==> src/rtl/ara_testharness.sv <==
// Self-test harness: fills a scratch memory with a per-word pattern, reads it back,
// counts mismatches and reports {mismatch_count, done} on exit_o with the run length.
module ara_testharness #(
  parameter int unsigned NrLanes      = 4,
  parameter int unsigned AxiAddrWidth = 64,
  parameter int unsigned AxiDataWidth = 64*NrLanes/2,
  parameter int unsigned MemWords     = 16,
  parameter int          FaultAddr    = -1
) (
  input  logic        clk_i,
  input  logic        rst_ni,
  output logic [63:0] exit_o
);

  localparam int unsigned AddrW = (MemWords > 1) ? $clog2(MemWords) : 1;
  localparam int unsigned CntW  = 9;

  if (!(NrLanes == 2 || NrLanes == 4 || NrLanes == 8 || NrLanes == 16)) begin : g_err_lanes
    $error("ara_testharness: NrLanes must be 2, 4, 8 or 16");
  end
  if (AxiDataWidth != 32*NrLanes) begin : g_err_width
    $error("ara_testharness: AxiDataWidth must equal 32*NrLanes");
  end
  if (MemWords < 2 || MemWords > 256) begin : g_err_depth
    $error("ara_testharness: MemWords must be in 2..256");
  end

  typedef logic [AxiDataWidth-1:0] word_t;
  typedef enum logic [1:0] {WRITE, READ, DRAIN, DONE} state_e;

  state_e                  state_q, state_d;
  logic [AxiAddrWidth-1:0] addr_q, addr_d;
  logic [AxiAddrWidth-1:0] rd_addr_q;
  logic [CntW-1:0]         cnt_q, cnt_d;
  logic [63:0]             runtime_buf_q, runtime_buf_d;
  logic [63:0]             exit_q, exit_d;
  logic                    rd_vld_q;
  logic                    we, re, last, fault;

  word_t                   mem_q [MemWords];
  word_t                   rdata_q, wdata;
  logic [NrLanes-1:0][31:0] wlane, rlane;
  logic [NrLanes-1:0]      lane_mis;
  logic [31:0]             widx, ridx;

  assign widx  = 32'(addr_q);
  assign ridx  = 32'(rd_addr_q);
  assign last  = (addr_q == AxiAddrWidth'(MemWords - 1));
  assign fault = (FaultAddr >= 0) && (addr_q == AxiAddrWidth'(FaultAddr));

  // Each 64-bit slice is {i, ~i}: even 32-bit lanes carry ~i, odd lanes carry i.
  for (genvar l = 0; l < NrLanes; l++) begin : g_lane
    if (l % 2 == 1) begin : g_odd
      assign wlane[l]    = widx;
      assign lane_mis[l] = (rlane[l] != ridx);
    end else begin : g_even
      assign wlane[l]    = ~widx;
      assign lane_mis[l] = (rlane[l] != ~ridx);
    end
  end

  assign wdata = word_t'(wlane) ^ word_t'(fault);
  assign rlane = rdata_q;

  // Contents are not reset; every run rewrites all words before reading them.
  always_ff @(posedge clk_i) begin
    if (we) mem_q[addr_q[AddrW-1:0]] <= wdata;
    if (re) rdata_q <= mem_q[addr_q[AddrW-1:0]];
  end

  always_comb begin
    state_d       = state_q;
    addr_d        = addr_q;
    exit_d        = exit_q;
    runtime_buf_d = runtime_buf_q + 64'd1;
    we            = 1'b0;
    re            = 1'b0;
    cnt_d         = cnt_q;
    if (rd_vld_q && (|lane_mis) && (cnt_q != '1)) cnt_d = cnt_q + 1'b1;
    unique case (state_q)
      WRITE: begin
        we     = 1'b1;
        addr_d = last ? '0 : addr_q + 1'b1;
        if (last) state_d = READ;
      end
      READ: begin
        re     = 1'b1;
        addr_d = last ? '0 : addr_q + 1'b1;
        if (last) state_d = DRAIN;
      end
      DRAIN: begin
        // cnt_d already folds in the last read's compare
        state_d = DONE;
        exit_d  = {63'(cnt_d), 1'b1};
      end
      DONE: runtime_buf_d = runtime_buf_q;
      default: state_d = WRITE;
    endcase
  end

  always_ff @(posedge clk_i) begin
    if (!rst_ni) begin
      state_q       <= WRITE;
      addr_q        <= '0;
      rd_addr_q     <= '0;
      rd_vld_q      <= 1'b0;
      cnt_q         <= '0;
      runtime_buf_q <= '0;
      exit_q        <= '0;
    end else begin
      state_q       <= state_d;
      addr_q        <= addr_d;
      rd_addr_q     <= addr_q;
      rd_vld_q      <= re;
      cnt_q         <= cnt_d;
      runtime_buf_q <= runtime_buf_d;
      exit_q        <= exit_d;
    end
  end

  assign exit_o = exit_q;

endmodule

==> config.mk <==
export PLATFORM = sky130hd
export DESIGN_NAME = ara_testharness
export DESIGN_NICKNAME = d
export VERILOG_FILES = /design/src/rtl/ara_testharness.sv
export SDC_FILE = /design/constraint.sdc
export NUM_CORES = 1
export LEC_CHECK = 0
export ABC_AREA = 1
export BUFFER_PORTS_ARGS = -buffer_cell sky130_fd_sc_hd__buf_4
export CORE_MARGIN = 1.5
export CORE_UTILIZATION = 40
export DETAILED_ROUTE_END_ITERATION = 7
export PLACE_DENSITY = 0.57
export SYNTH_ARGS = -nofsm -noshare
export SYNTH_HDL_FRONTEND = slang
export SYNTH_SLANG_ARGS = --single-unit
==> constraint.sdc <==
create_clock -name clk_i -period 7.53 [get_ports clk_i]
set_clock_uncertainty 0.2 [all_clocks]
set_input_delay 1.1295 -clock clk_i [delete_from_list [all_inputs] [get_ports clk_i]]
set_output_delay 1.1295 -clock clk_i [all_outputs]
set_load 0.005 [all_outputs]
# Word-level counts from Yosys, hierarchy flattened
# Memories as Yosys holds them, arrays and structs flattened. A register that Yosys moved wholly into a read port is not among the register bits.
# Cells that the tools add are included.
[word_totals]
ram_bits = 2048
mem_count = 1
register_bits = 118
in_bits = 2
out_inout_bits = 64
[op_classes]
bitwise = 2
n_eq_ne = 10
addsub = 2
mux = 9
n_reduce_logical = 7
[memory_table]
columns = ["memory", "words", "word_bits", "rd", "rd_clocked_by_memory_dff", "write_ports", "line_no", "rtl"]
rows = [
  ["mem_q", 16, 128, 1, 1, 1, "40", "word_t mem_q [MemWords];"],
]
[op_table]
columns = ["operator", "n"]
rows = [
  ["$ne 32x32->1", 4],
  ["$add 64x1->64 const B", 1],
  ["$eq 64x4->1 const B", 1],
  ["$mux 64", 1],
  ["$not 32->32", 2],
  ["$add 9x1->9 const B", 1],
  ["$mux 9", 1],
  ["$ne 9x9->1 const B", 1],
  ["$pmux 2 s3", 1],
  ["$mux 1", 4],
  ["$mux 2", 2],
  ["$ne 2x2->1 const B", 2],
  ["$reduce_or 4->1", 1],
  ["$reduce_and 3->1", 1],
  ["$reduce_bool 3->1", 1],
  ["$eq 2x1->1 const B", 1],
  ["$eq 2x2->1 const B", 1],
  ["$logic_and 1x1->1", 2],
  ["$logic_not 2->1", 1],
  ["$reduce_or 2->1", 1],
]

# Logic depth before layout (Yosys ltp)
[logic_depth]
depth_word = 6
depth_mapped = 15
mapped_depth_nobuf = 14

# Worst setup path before layout
# Ideal clock, no wire load.
[synth_path]
path_kind = "register to register"
start = "register addr_q[0]"
end = "memory mem_q[0][100] (netlist name), enable pin"
path_slack_ns = 2.262
path_buffers = 3
path_stages_with_launch = 8
required_ns = 6.844
t_arrival_ns = 4.582
period_less_slack_ns = 5.268
cell_sequence = "dfxtp_1 -> buf_2 -> inv_2 -> clkbuf_1 -> clkbuf_1 -> ha_1 -> nand2_1 -> nor2_1"
[synth_rtl]
columns = ["item", "line_no", "rtl"]
rows = [
  ["start: declaration", "32", "logic [AxiAddrWidth-1:0] addr_q, addr_d;"],
  ["start signal: assignment", "112", "addr_q <= addr_d;"],
  ["end: declaration", "40", ""],
]
# No word-level cell before the write port.

# Worst setup path after layout
[layout_path]
start = "register addr_q[0]"
end = "memory mem_q[9][124] (netlist name), enable pin"
# No word-level cell before the write port.

==> results.md <==
* Layout Utilization at 45.3%
* CP Buf/Inv Count at 2
* Filler instances at 10,900
* Most frequent cell after synthesis: edfxtp_1
* Post-route ant nets at 0
* Setup_tns at 0 ns
* CTS Root Cell: clkbuf_16
* Final min period at between 4 and 5 ns
* 1st-iter DRT viols at 2,905
* Critical path class: register to register
* Detail Placement HPWL at between 60,000 and 70,000 um
* Vias per inst at 5.39
* Area contributors post-synth: edfxtp_1, nor2_1, o21ai_0
* Status: completed
* CP Launch Type: register
* Area share of the leading cell type in the synthesized netlist at between 60 and 70%
* Syn_area_per_cell at between 10 and 15 sq um
* Chip height at 352 um
* Area of the core region at 120,000 sq um
* Peak supply drop at 209 uV
* PwrDens at around 260 nW/um^2
* Count of input and output buffers at 11
* FP Rows at 127
* Die width at between 300 and 400 um
* List of most frequent post-synthesis cells: edfxtp_1, nor2_1, nand2_1
* GRT Total Usage at 21.1%
* Setup-failing EPs final at 0
* Placer Congestion at 0.848
* Relative slew slack at 7.36%
* CP max stage delay at 0.95 ns
* TritonCTS clock tree: yes
* TritonCTS buffer count at 132
* WL/cell at 22.2 um
* Clock Path Buffers at 3
* R2R depth at 5
* DRC at 0
* Area grow syn2layout at 12.1%
* Hold path depth at 2
* Diodes inserted at 0
* Clock sinks at 1,206
* Seq/Total Area, Yosys at between 70% and 80%
* Reg clk slew, reported paths at ~0.06 ns
* Primary FF master, synth: edfxtp_1
* Clk Latency, worst-skew pair at roughly 0.74 ns
* Final WL at 130,000 um
* F_max at 226 MHz
* Worst Tran Pin Value at 1.39 ns
* Initial antenna violation count at 0
* Final Max Tran Viols at 0
* Hold_buf cts at 0
* Gate Count Post-Synth at 4,139
* Ys Warns at 0
* Post-synth cell types at 42
* Crit path max fanout at ~220
* Number of global-route vias before repair at 30,300
* Worst hold-check path type: register to register
* Setup crit end kind: register
* Endpoints failing hold at 0
* CP required at 7.69 ns
* EDFF count, synth at 1,088
* Die area at 124,000 sq um
* First-pass iteration count of the detailed router at 5
* Crit-path cells: buf_12 -> ha_1 -> nand2_1 -> nor2_4 -> buf_4
* Post-Syn Area at approximately 50,000 sq um
* Total gr overflow at 0
* H-tree lvl count at 4
* Maxcap violations at 0
* First-pass GRT wire length at approximately 190,000 um
* Ports at 66
* Nets at 4,140
* RSZ-0062 raised after global routing: no
* Levels on crit path at 5
* Final Cycle Share at 58.9%
* Hold Slack at ~0.27 ns
* Delay-heaviest family, CP: buffers and inverters
* Arrival time at the worst endpoint at 4.59 ns
* Starting density of the core at 40.4%
* Static Leak at 0.0185 uW
* Crit-path slowest cell: dfxtp_4
* Via count at between 30,000 and 40,000
* Post-CTS setup buffers at 0
* Largest area contributor in the netlist: edfxtp_1
* Synthesis-stage register bit count at approximately 1,200
* CTS-repair resized insts at 0
* Largest net degree at the start of global routing at 229
* Layout cells sized above 1 at about 7.5%
* Post-synth ARST share at 0%
## tightest hold or removal path: cells and delay by family (launching register included)
kind	cells	cell delay [ns]
and+or+nand+nor	2	0.12
DFF	1	0.31
## path summary, 6_finish.rpt
path	to	from	slack [ns]
setup / recovery	mem_q[9][124]	addr_q[0]	3.10
hold reg to reg	exit_o[0]	exit_o[0]	0.27
setup reg to reg	mem_q[9][124]	addr_q[0]	3.10
hold / removal	exit_o[0]	exit_o[0]	0.27
## flip-flops by register name (all words and copies together) (netlist names)
register,flops
addr_q,64
cnt_q,9
exit_o,10
mem_q,1024
rd_addr_q,32
rd_vld_q,1
rdata_q,64
state_q,2
## area by class of cell
class | instances | area [sq um] | share of cell area, %
clock buffer | 193 | 3770 | 6.92
multi-input combinational | 2474 | 11800 | 21.6
sequential | 1206 | 35000 | 64.3
tap | 1612 | 2020 | 3.70
inverter | 240 | 918 | 1.69
clock inverter | 50 | 350 | 0.643
timing repair buffer | 74 | 593 | 1.09
## layout by cell type, fill, tap and decap left out, types with 4 or more instances in the layout
master	instances
a211oi_1	4
a21oi_1	25
a31oi_1	4
buf_4	71
clkbuf_1	45
clkbuf_16	139
clkbuf_8	9
clkinv_1	25
clkinv_2	13
conb_1	54
dfxtp_1	116
edfxtp_1	1088
ha_1	9
inv_1	229
inv_2	8
inv_6	6
nand2_1	590
nand2_2	6
nand2_4	4
nand3_1	58
nand4_1	99
nor2_1	686
nor2_2	7
nor2_4	25
nor3_1	47
nor3_2	5
nor3b_1	6
nor4_1	16
o21ai_0	518
o22ai_1	257
xnor2_1	6
xor2_1	29
## cell families (layout without fill, tap and decap cells)
group | count (synthesis) | in the layout | synth area share, %
flip-flops | 1206 | 1206 | 72.1
AO/OA/AOI/OAI | 816 | 816 | 9.15
adder cells (fa/ha/maj) | 10 | 10 | 0.257
AND/OR/NAND/NOR | 1559 | 1559 | 13.4
other | 1 | 54 | 0.00772
XOR/XNOR | 35 | 35 | 0.631
buffers and inverters | 512 | 557 | 4.42
## metal layers
metal  wire (um)  track usage [%]
met5           0                0
met4        3090             6.13
met3        8090             2.77
met2       61600             34.3
met1       57300             29.5
## metrics by stage
stage                     cell area, sq um  total power (uW)  worst slack, ns  std cells
final                                54500             14400             3.10       5849
after global placement               50300              8350             3.11       5606
after detailed placement             50300              8360             3.06       5606
after CTS                            54500             14500             3.04       5849
after global routing                 54500             14800             2.90       5849
after floorplan                      48800              8090             2.26       4192
## report_power, final
| part | internal (uW) | switching (uW) | leakage [uW] |
|---|---|---|---|
| registers | 7340 | 39.8 | 0.0108 |
| clock network | 3550 | 2610 | 0.00201 |
| logic | 221 | 619 | 0.00562 |
Power figures use the tool's default switching activity.
